$ cat src/rtl/conv55_window_gen_pkg.sv
// Shared definitions for the 5x5 window generator.
//   K      : kernel / window edge length
//   KK     : number of taps in a window (row-major)
//   ACC_W  : accumulator width of the conv55 consumer downstream
//   state_t: frame-level FSM state, also exported on the debug port
package conv55_window_gen_pkg;

  localparam int K     = 5;
  localparam int KK    = K * K;
  localparam int ACC_W = 18;

  typedef enum logic [1:0] {
    IDLE   = 2'd0,
    STREAM = 2'd1,
    DRAIN  = 2'd2
  } state_t;

endpackage

$ cat src/rtl/conv55_window_gen_if.sv
// Bundle between a pixel/kernel source, the window generator and the conv55
// consumer.
//   pix_*   : raster pixel stream into the generator
//   kern_*  : kernel weight write port and the 25 stored weights
//   win_*   : window stream out of the generator
//   frame_done : one-cycle pulse after the last window of a frame is taken
//
// Handshake (both pix_* and win_* channels): a transfer happens on a rising
// clock edge where valid and ready are both 1. While valid is 1 and ready is 0
// the producer keeps valid and its payload unchanged. Ready may depend
// combinationally on the other side's valid; valid never depends on ready.
interface conv55_window_gen_if #(
  parameter int DATA_W = 8
);
  import conv55_window_gen_pkg::*;

  logic                 pix_valid;
  logic                 pix_ready;
  logic                 pix_sof;
  logic [DATA_W-1:0]    pix_data;

  logic                 kern_wr_en;
  logic [4:0]           kern_wr_addr;
  logic [DATA_W-1:0]    kern_wr_data;

  logic                 win_valid;
  logic                 win_ready;
  logic [KK*DATA_W-1:0] win_data;
  logic [KK*DATA_W-1:0] kern_data;
  logic                 win_last;
  logic                 frame_done;

  // Source side: drives pixels, weights and the window ready.
  modport master (
    output pix_valid, pix_sof, pix_data,
    output kern_wr_en, kern_wr_addr, kern_wr_data,
    output win_ready,
    input  pix_ready, win_valid, win_data, kern_data, win_last, frame_done
  );

  // Generator side.
  modport slave (
    input  pix_valid, pix_sof, pix_data,
    input  kern_wr_en, kern_wr_addr, kern_wr_data,
    input  win_ready,
    output pix_ready, win_valid, win_data, kern_data, win_last, frame_done
  );

endinterface

$ cat src/rtl/conv55_window_gen_line_buf.sv
// One image row of delay: dout is the sample written DEPTH advances ago.
//   clk  : rising-edge clock
//   adv  : shift enable, one per accepted frame pixel
//   din  : sample entering the line
//   dout : sample leaving the line (same column, previous row)
// Contents are not reset; stale data is never used because windows are only
// emitted once four full rows of the current frame have been pushed through.
module conv55_window_gen_line_buf #(
  parameter int DEPTH  = 32,
  parameter int DATA_W = 8
) (
  input  logic              clk,
  input  logic              adv,
  input  logic [DATA_W-1:0] din,
  output logic [DATA_W-1:0] dout
);

  logic [DATA_W-1:0] taps [DEPTH];

  always_ff @(posedge clk) begin
    if (adv) begin
      taps[0] <= din;
      for (int i = 1; i < DEPTH; i++) begin
        taps[i] <= taps[i-1];
      end
    end
  end

  assign dout = taps[DEPTH-1];

endmodule

$ cat src/rtl/conv55_window_gen.sv
// 5x5 sliding-window generator (stride 1, no padding) feeding a conv55 array.
// Four chained line buffers deliver the column above each incoming pixel; a
// 5x5 shift array holds the current window. Also stores the 25 kernel weights.
//   clk, rst_n : clock, synchronous active-low reset
//   bus        : slave side of conv55_window_gen_if (pixels, weights, windows)
//   dbg_state  : current FSM state
module conv55_window_gen
  import conv55_window_gen_pkg::*;
#(
  parameter int IMG_W  = 32,
  parameter int IMG_H  = 32,
  parameter int DATA_W = 8
) (
  input  logic   clk,
  input  logic   rst_n,
  conv55_window_gen_if.slave bus,
  output state_t dbg_state
);

  localparam int CW  = $clog2(IMG_W);
  localparam int RW  = $clog2(IMG_H);
  localparam int NLB = K - 1;

  state_t            state_q, state_d;
  logic [CW-1:0]     col_q, cur_col;
  logic [RW-1:0]     row_q, cur_row;
  logic              win_valid_q, win_last_q, frame_done_q;
  logic [DATA_W-1:0] win_q  [KK];
  logic [DATA_W-1:0] kern_q [KK];
  logic [DATA_W-1:0] lb_out [NLB];
  logic [DATA_W-1:0] col_in [K];
  logic              pix_ready, pix_acc, frame_acc, win_take, emit, last_pix;

  always_comb begin
    pix_ready = 1'b0;
    case (state_q)
      IDLE:    pix_ready = 1'b1;
      // Single output register: a new pixel may enter only if the window
      // it could produce has somewhere to go this cycle.
      STREAM:  pix_ready = !win_valid_q || bus.win_ready;
      DRAIN:   pix_ready = 1'b0;
      default: pix_ready = 1'b0;
    endcase

    pix_acc   = bus.pix_valid && pix_ready;
    // In IDLE only a start-of-frame pixel joins a frame; others are dropped.
    frame_acc = pix_acc && ((state_q != IDLE) || bus.pix_sof);
    win_take  = win_valid_q && bus.win_ready;

    // A start-of-frame pixel is always (0,0), whatever the counters say.
    cur_col   = bus.pix_sof ? '0 : col_q;
    cur_row   = bus.pix_sof ? '0 : row_q;
    emit      = frame_acc && (cur_row >= RW'(K-1)) && (cur_col >= CW'(K-1));
    last_pix  = (cur_row == RW'(IMG_H-1)) && (cur_col == CW'(IMG_W-1));

    state_d = state_q;
    case (state_q)
      IDLE:    if (frame_acc) state_d = STREAM;
      STREAM:  if (frame_acc && last_pix) state_d = DRAIN;
      // The only window possible in DRAIN is the frame's last one.
      DRAIN:   if (win_take) state_d = IDLE;
      default: state_d = IDLE;
    endcase
  end

  for (genvar g = 0; g < NLB; g++) begin : g_lb
    logic [DATA_W-1:0] lb_in;
    if (g == 0) begin : g_head
      assign lb_in = bus.pix_data;
    end else begin : g_tail
      assign lb_in = lb_out[g-1];
    end
    conv55_window_gen_line_buf #(
      .DEPTH  (IMG_W),
      .DATA_W (DATA_W)
    ) u_lb (
      .clk  (clk),
      .adv  (frame_acc),
      .din  (lb_in),
      .dout (lb_out[g])
    );
  end

  // Column entering the window: top row is the oldest line buffer output.
  assign col_in[K-1] = bus.pix_data;
  for (genvar r = 0; r < NLB; r++) begin : g_col
    assign col_in[r] = lb_out[NLB-1-r];
  end

  always_ff @(posedge clk) begin
    if (!rst_n) begin
      state_q      <= IDLE;
      col_q        <= '0;
      row_q        <= '0;
      win_valid_q  <= 1'b0;
      win_last_q   <= 1'b0;
      frame_done_q <= 1'b0;
      for (int i = 0; i < KK; i++) begin
        win_q[i]  <= '0;
        kern_q[i] <= '0;
      end
    end else begin
      state_q      <= state_d;
      frame_done_q <= (state_q == DRAIN) && win_take;

      if (frame_acc) begin
        if (cur_col == CW'(IMG_W-1)) begin
          col_q <= '0;
          row_q <= (cur_row == RW'(IMG_H-1)) ? '0 : cur_row + 1'b1;
        end else begin
          col_q <= cur_col + 1'b1;
          row_q <= cur_row;
        end
        // Any previous window is being taken this cycle (see pix_ready), so
        // the output register is simply reloaded.
        win_valid_q <= emit;
        win_last_q  <= emit && last_pix;
        for (int r = 0; r < K; r++) begin
          for (int c = 0; c < K-1; c++) begin
            win_q[r*K+c] <= win_q[r*K+c+1];
          end
          win_q[r*K+K-1] <= col_in[r];
        end
      end else if (win_take) begin
        win_valid_q <= 1'b0;
        win_last_q  <= 1'b0;
      end

      if ((state_q == IDLE) && bus.kern_wr_en) begin
        for (int i = 0; i < KK; i++) begin
          if (bus.kern_wr_addr == 5'(i)) kern_q[i] <= bus.kern_wr_data;
        end
      end
    end
  end

  for (genvar i = 0; i < KK; i++) begin : g_pack
    assign bus.win_data[i*DATA_W +: DATA_W]  = win_q[i];
    assign bus.kern_data[i*DATA_W +: DATA_W] = kern_q[i];
  end

  assign bus.pix_ready  = pix_ready;
  assign bus.win_valid  = win_valid_q;
  assign bus.win_last   = win_last_q;
  assign bus.frame_done = frame_done_q;
  assign dbg_state      = state_q;

endmodule

$ cat src/flat_wrapper.sv
// flat-port wrapper written by rule: the top's interface ports become plain ports
module conv55_window_gen_flat import conv55_window_gen_pkg::*;
#(
  parameter int IMG_W  = 32,
  parameter int IMG_H  = 32,
  parameter int DATA_W = 8
)
  (clk, rst_n, dbg_state, bus_pix_valid, bus_pix_sof, bus_pix_data, bus_kern_wr_en, bus_kern_wr_addr, bus_kern_wr_data, bus_win_ready, bus_pix_ready, bus_win_valid, bus_win_data, bus_kern_data, bus_win_last, bus_frame_done);
  conv55_window_gen_if #(.DATA_W(DATA_W)) bus_i ();
  input  logic clk;
  input  logic rst_n;
  output state_t dbg_state;
  input wire logic [$bits(bus_i.pix_valid)-1:0] bus_pix_valid;
  input wire logic [$bits(bus_i.pix_sof)-1:0] bus_pix_sof;
  input wire logic [$bits(bus_i.pix_data)-1:0] bus_pix_data;
  input wire logic [$bits(bus_i.kern_wr_en)-1:0] bus_kern_wr_en;
  input wire logic [$bits(bus_i.kern_wr_addr)-1:0] bus_kern_wr_addr;
  input wire logic [$bits(bus_i.kern_wr_data)-1:0] bus_kern_wr_data;
  input wire logic [$bits(bus_i.win_ready)-1:0] bus_win_ready;
  output wire logic [$bits(bus_i.pix_ready)-1:0] bus_pix_ready;
  output wire logic [$bits(bus_i.win_valid)-1:0] bus_win_valid;
  output wire logic [$bits(bus_i.win_data)-1:0] bus_win_data;
  output wire logic [$bits(bus_i.kern_data)-1:0] bus_kern_data;
  output wire logic [$bits(bus_i.win_last)-1:0] bus_win_last;
  output wire logic [$bits(bus_i.frame_done)-1:0] bus_frame_done;
  assign bus_i.pix_valid = bus_pix_valid;
  assign bus_i.pix_sof = bus_pix_sof;
  assign bus_i.pix_data = bus_pix_data;
  assign bus_i.kern_wr_en = bus_kern_wr_en;
  assign bus_i.kern_wr_addr = bus_kern_wr_addr;
  assign bus_i.kern_wr_data = bus_kern_wr_data;
  assign bus_i.win_ready = bus_win_ready;
  assign bus_pix_ready = bus_i.pix_ready;
  assign bus_win_valid = bus_i.win_valid;
  assign bus_win_data = bus_i.win_data;
  assign bus_kern_data = bus_i.kern_data;
  assign bus_win_last = bus_i.win_last;
  assign bus_frame_done = bus_i.frame_done;
  conv55_window_gen #(.IMG_W(IMG_W), .IMG_H(IMG_H), .DATA_W(DATA_W)) u_core (.clk(clk), .rst_n(rst_n), .bus(bus_i), .dbg_state(dbg_state));
endmodule
$ cat config.mk
export PLATFORM = sky130hd
export DESIGN_NAME = conv55_window_gen_flat
export DESIGN_NICKNAME = d
export VERILOG_FILES = /design/src/rtl/conv55_window_gen_pkg.sv /design/src/rtl/conv55_window_gen_if.sv /design/src/rtl/conv55_window_gen_line_buf.sv /design/src/rtl/conv55_window_gen.sv /design/src/flat_wrapper.sv
export SDC_FILE = /design/constraint.sdc
export NUM_CORES = 1
export LEC_CHECK = 0
export ABC_AREA = 1
export BUFFER_PORTS_ARGS = -buffer_cell sky130_fd_sc_hd__buf_2
export CELL_PAD_IN_SITES_DETAIL_PLACEMENT = 0
export CELL_PAD_IN_SITES_GLOBAL_PLACEMENT = 2
export CORE_ASPECT_RATIO = 1.4
export CORE_MARGIN = 1
export CORE_UTILIZATION = 45
export DETAILED_ROUTE_END_ITERATION = 10
export HOLD_SLACK_MARGIN = 0.1
export PLACE_DENSITY_LB_ADDON = 0.1
export SYNTH_ARGS = -nofsm -noshare
export SYNTH_HDL_FRONTEND = slang
export SYNTH_SLANG_ARGS = --single-unit
$ cat constraint.sdc
create_clock -name clk -period 29.3 [get_ports clk]
set_input_delay 5.86 -clock clk [delete_from_list [all_inputs] [get_ports clk]]
set_output_delay 5.86 -clock clk [all_outputs]
set_load 0.05 [all_outputs]
==> flow_summary.yaml <==
status:
  status: "finished, final reports clean"
synth:
  synthArstFlopShare_pct: 0
  synth_seq_cells: 1439
  synth_edf_count: 1424
  synth.avg_cell_area_um2: 20.75
  synth_commonest_cells: "edfxtp_1 (1424), nor2_1 (308), inv_1 (237)"
  synth_cell_type_count: 24
  synthFlopType: "edfxtp_1"
  yosysSeqAreaShare_pct: 93.08
  netlist.area_leader.share_pct: 92.43
  synthTopCellsByArea: "edfxtp_1 (92%), nor2_1 (2.5%), inv_1 (1.9%)"
  syn_area_mm2: 0.04626
  syn_inst: 2230
  ys_warn_count: 0
  yosysTopAreaCell: "edfxtp_1"
  syn-num-nets: 2262
  yosysMostFrequentCell: "edfxtp_1"
power_and_ir_drop:
  pwr-share-clk_pct: 38.8
  p_per_area_mw_per_mm2: 80.60
  power_mw: 4.381
  p_leak_nw: 20.25
  switching_share_pct: 22.16
  combPwrFrac_pct: 5.5
  p_sw_mw: 0.9709
  pwr-share-seq_pct: 55.6
  p_int_mw: 3.410
  ir_worst_vdd_uv: 47.64
global_routing:
  grt_max_degree: 190
  antenna_found_initial: 6
  grtUsageTotal_pct: 15.60
  overflow: 0
  grt_pass1_vias: 20160
  grt_pass1_wl_mm: 122.4
cells_and_area:
  fin_nets: 2814
  syn_to_final_growth_pct: 17.49
  nFillCells: 8069
  drive_gt1_share_pct: 22.89
clock_tree:
  clk_pin_slew_ns: 0.06
  htreeDepth: 4
  hold_buffers: 0
  cts_resized: 0
  cts_sinks: 1439
  cts_setup_buffers: 0
  cts_buffer_depth: 3
  cts_made_buffers: 135
  root_buffer: "clkbuf_16"
  cts_tree: "yes"
  insertion_delay_ns: 0.73
timing:
  max_freq_ghz: 0.08021
  setup_tns_ns: 0
  timing.final.crit_period_ns: 12.47
  maxSlewViolCount: 0
  timing.final.crit_share_pct: 42.55
  rsz0062_at_grt: "false"
  fin_skew_ns: 0.02654
  slew_headroom_pct: 21.85
  hold_violations: 0
  worstMarginPinSlew_ns: 1.164
  setup_viol: 0
die:
  fp.coreArea_mm2: 0.1015
  fp.dieW_um: 273.0
  rows: 138
  start_util_pct: 45.57
  fp.dieH_um: 381.4
  fp.dieArea_mm2: 0.1041
  pin_count: 433
drt:
  avgRoutedWirePerCell_um: 18.95
  first_pass_iters: 5
  finalWirelength_mm: 79.77
  drt_first_iter_violations: 1695
  via_per_inst: 4.732
  ant_nets: 0
  drc_errors: 0
  dr_total_vias: 19920
placed_design:
  gp_congestion: 0.7779
  hpwlAfterDp_mm: 45.95
  numPortBuffers: 432
critical_path:
  crit_fanout: 3
  cp.required_ns: 23.44
  endpoint_kind: "output pin"
  worstSetupPathType: "primary input to output pin"
  startpoint_type: "primary input"
  worstPathArrival_ns: 6.61
flow_run:
  cap_violations: 0
min_path:
  hp-class: "flop to flop"
-- power by group through the flow --
stage / Combinational, mW / Clock [mW] / Sequential (mW)
3_5_place_dp: 0.247 / 0 / 2.48
2_1_floorplan: 0.0587 / 0 / 2.67
6_report: 0.242 / 1.70 / 2.44
4_1_cts: 0.247 / 1.76 / 2.44
5_1_grt: 0.258 / 1.83 / 2.45
3_3_place_gp: 0.245 / 0 / 2.48
-- sequential cells by signal, summed over array words and instances (netlist names) --
| signal | flops |
|---|---|
| u_core.bus.win_last | 1 |
| u_core.g_lb.u_lb.taps | 1024 |
| u_core.win_q | 200 |
| u_core.bus.win_valid | 1 |
| u_core.col_q | 5 |
| u_core.bus.frame_done | 1 |
| u_core.kern_q | 200 |
| u_core.dbg_state | 2 |
| u_core.row_q | 5 |
-- final timing paths --
check | from | depth (start not counted) | slack (ns) | to
worst max-delay path | bus_win_ready | 6 | 16.83 | bus_pix_ready
worst min-delay path | u_core.g_lb[0].u_lb.taps[1][112] | 0 | 0.41 | u_core.g_lb[0].u_lb.taps[1][120]
worst max register to register | u_core.dbg_state[0] | 7 | 24.54 | u_core.g_lb[0].u_lb.taps[1][96]
worst min register to register | u_core.g_lb[0].u_lb.taps[1][112] | 0 | 0.41 | u_core.g_lb[0].u_lb.taps[1][120]
-- metal layers --
metal | part of all wire (%) | global-route usage (%)
met5 | 0.038 | 0
met3 | 7.3 | 5.131
met1 | 44 | 21.37
met2 | 45 | 22.82
met4 | 3.5 | 6.900
-- area by class of cell --
class / count / area, um2 / share of cell area, %
Sequential cell: 1439 / 43060 / 79.22
Clock buffer: 163 / 3590 / 6.604
Timing Repair Buffer: 451 / 2332 / 4.291
Multi-Input combinational cell: 514 / 2105 / 3.872
Tap cell: 1330 / 1664 / 3.061
Inverter: 241 / 914.6 / 1.683
Clock inverter: 67 / 680.7 / 1.252
Antenna cell: 4 / 10.01 / 0.01841
-- worst max-delay path, cell delays in order --
cell,delay (ns)
buf_2,0.10
inv_1,0.06
nand2_1,0.07
nand2_1,0.05
nand2_1,0.14
buf_2,0.32
-- cells by family (layout without fill, tap and decap cells) --
group | count (synthesis) | after routing | share of synthesized area (%)
XOR/XNOR | 2 | 2 | 0.03787
flip-flops | 1439 | 1439 | 93.08
AND/OR/NAND/NOR | 493 | 493 | 4.200
AO/OA/AOI/OAI | 14 | 14 | 0.1596
other | 0 | 4 | 0
buffers and inverters | 277 | 922 | 2.391
adder cells (fa/ha/maj) | 5 | 5 | 0.1352
-- per-stage QoR --
step / hold slack [ns] / worst slack, ns / area (um2) / std cells / util, %
after floorplan: 0.4003 / 1.793 / 46260 / 2230 / -
after global placement: 0.4030 / 16.78 / 50080 / 3975 / 49.32
after detailed placement: 0.4045 / 16.79 / 50080 / 3975 / 49.32
after CTS: 0.4109 / 16.79 / 54350 / 4205 / 53.53
after global routing: 0.4123 / 16.75 / 54350 / 4208 / 53.54
final: 0.4063 / 16.83 / 54360 / 4209 / 53.54
-- placed cells by master (no fill, tap or decap), drive strengths merged --
master    Yosys  final
diode         0      4
nand2       160    160
nand3        16     16
buf          20    451
nor2        309    309
inv         241    249
clkinv        0     44
xnor2         1      1
nor3          4      4
bufinv        0     12
xor2          1      1
dfxtp        15     15
nor4          1      1
clkbuf       16    163
nand4         3      3
a21oi         5      5
o21ai         9      9
edfxtp     1424   1424
clkinvlp      0      3
ha            5      5
Power figures use the tool's default switching activity.
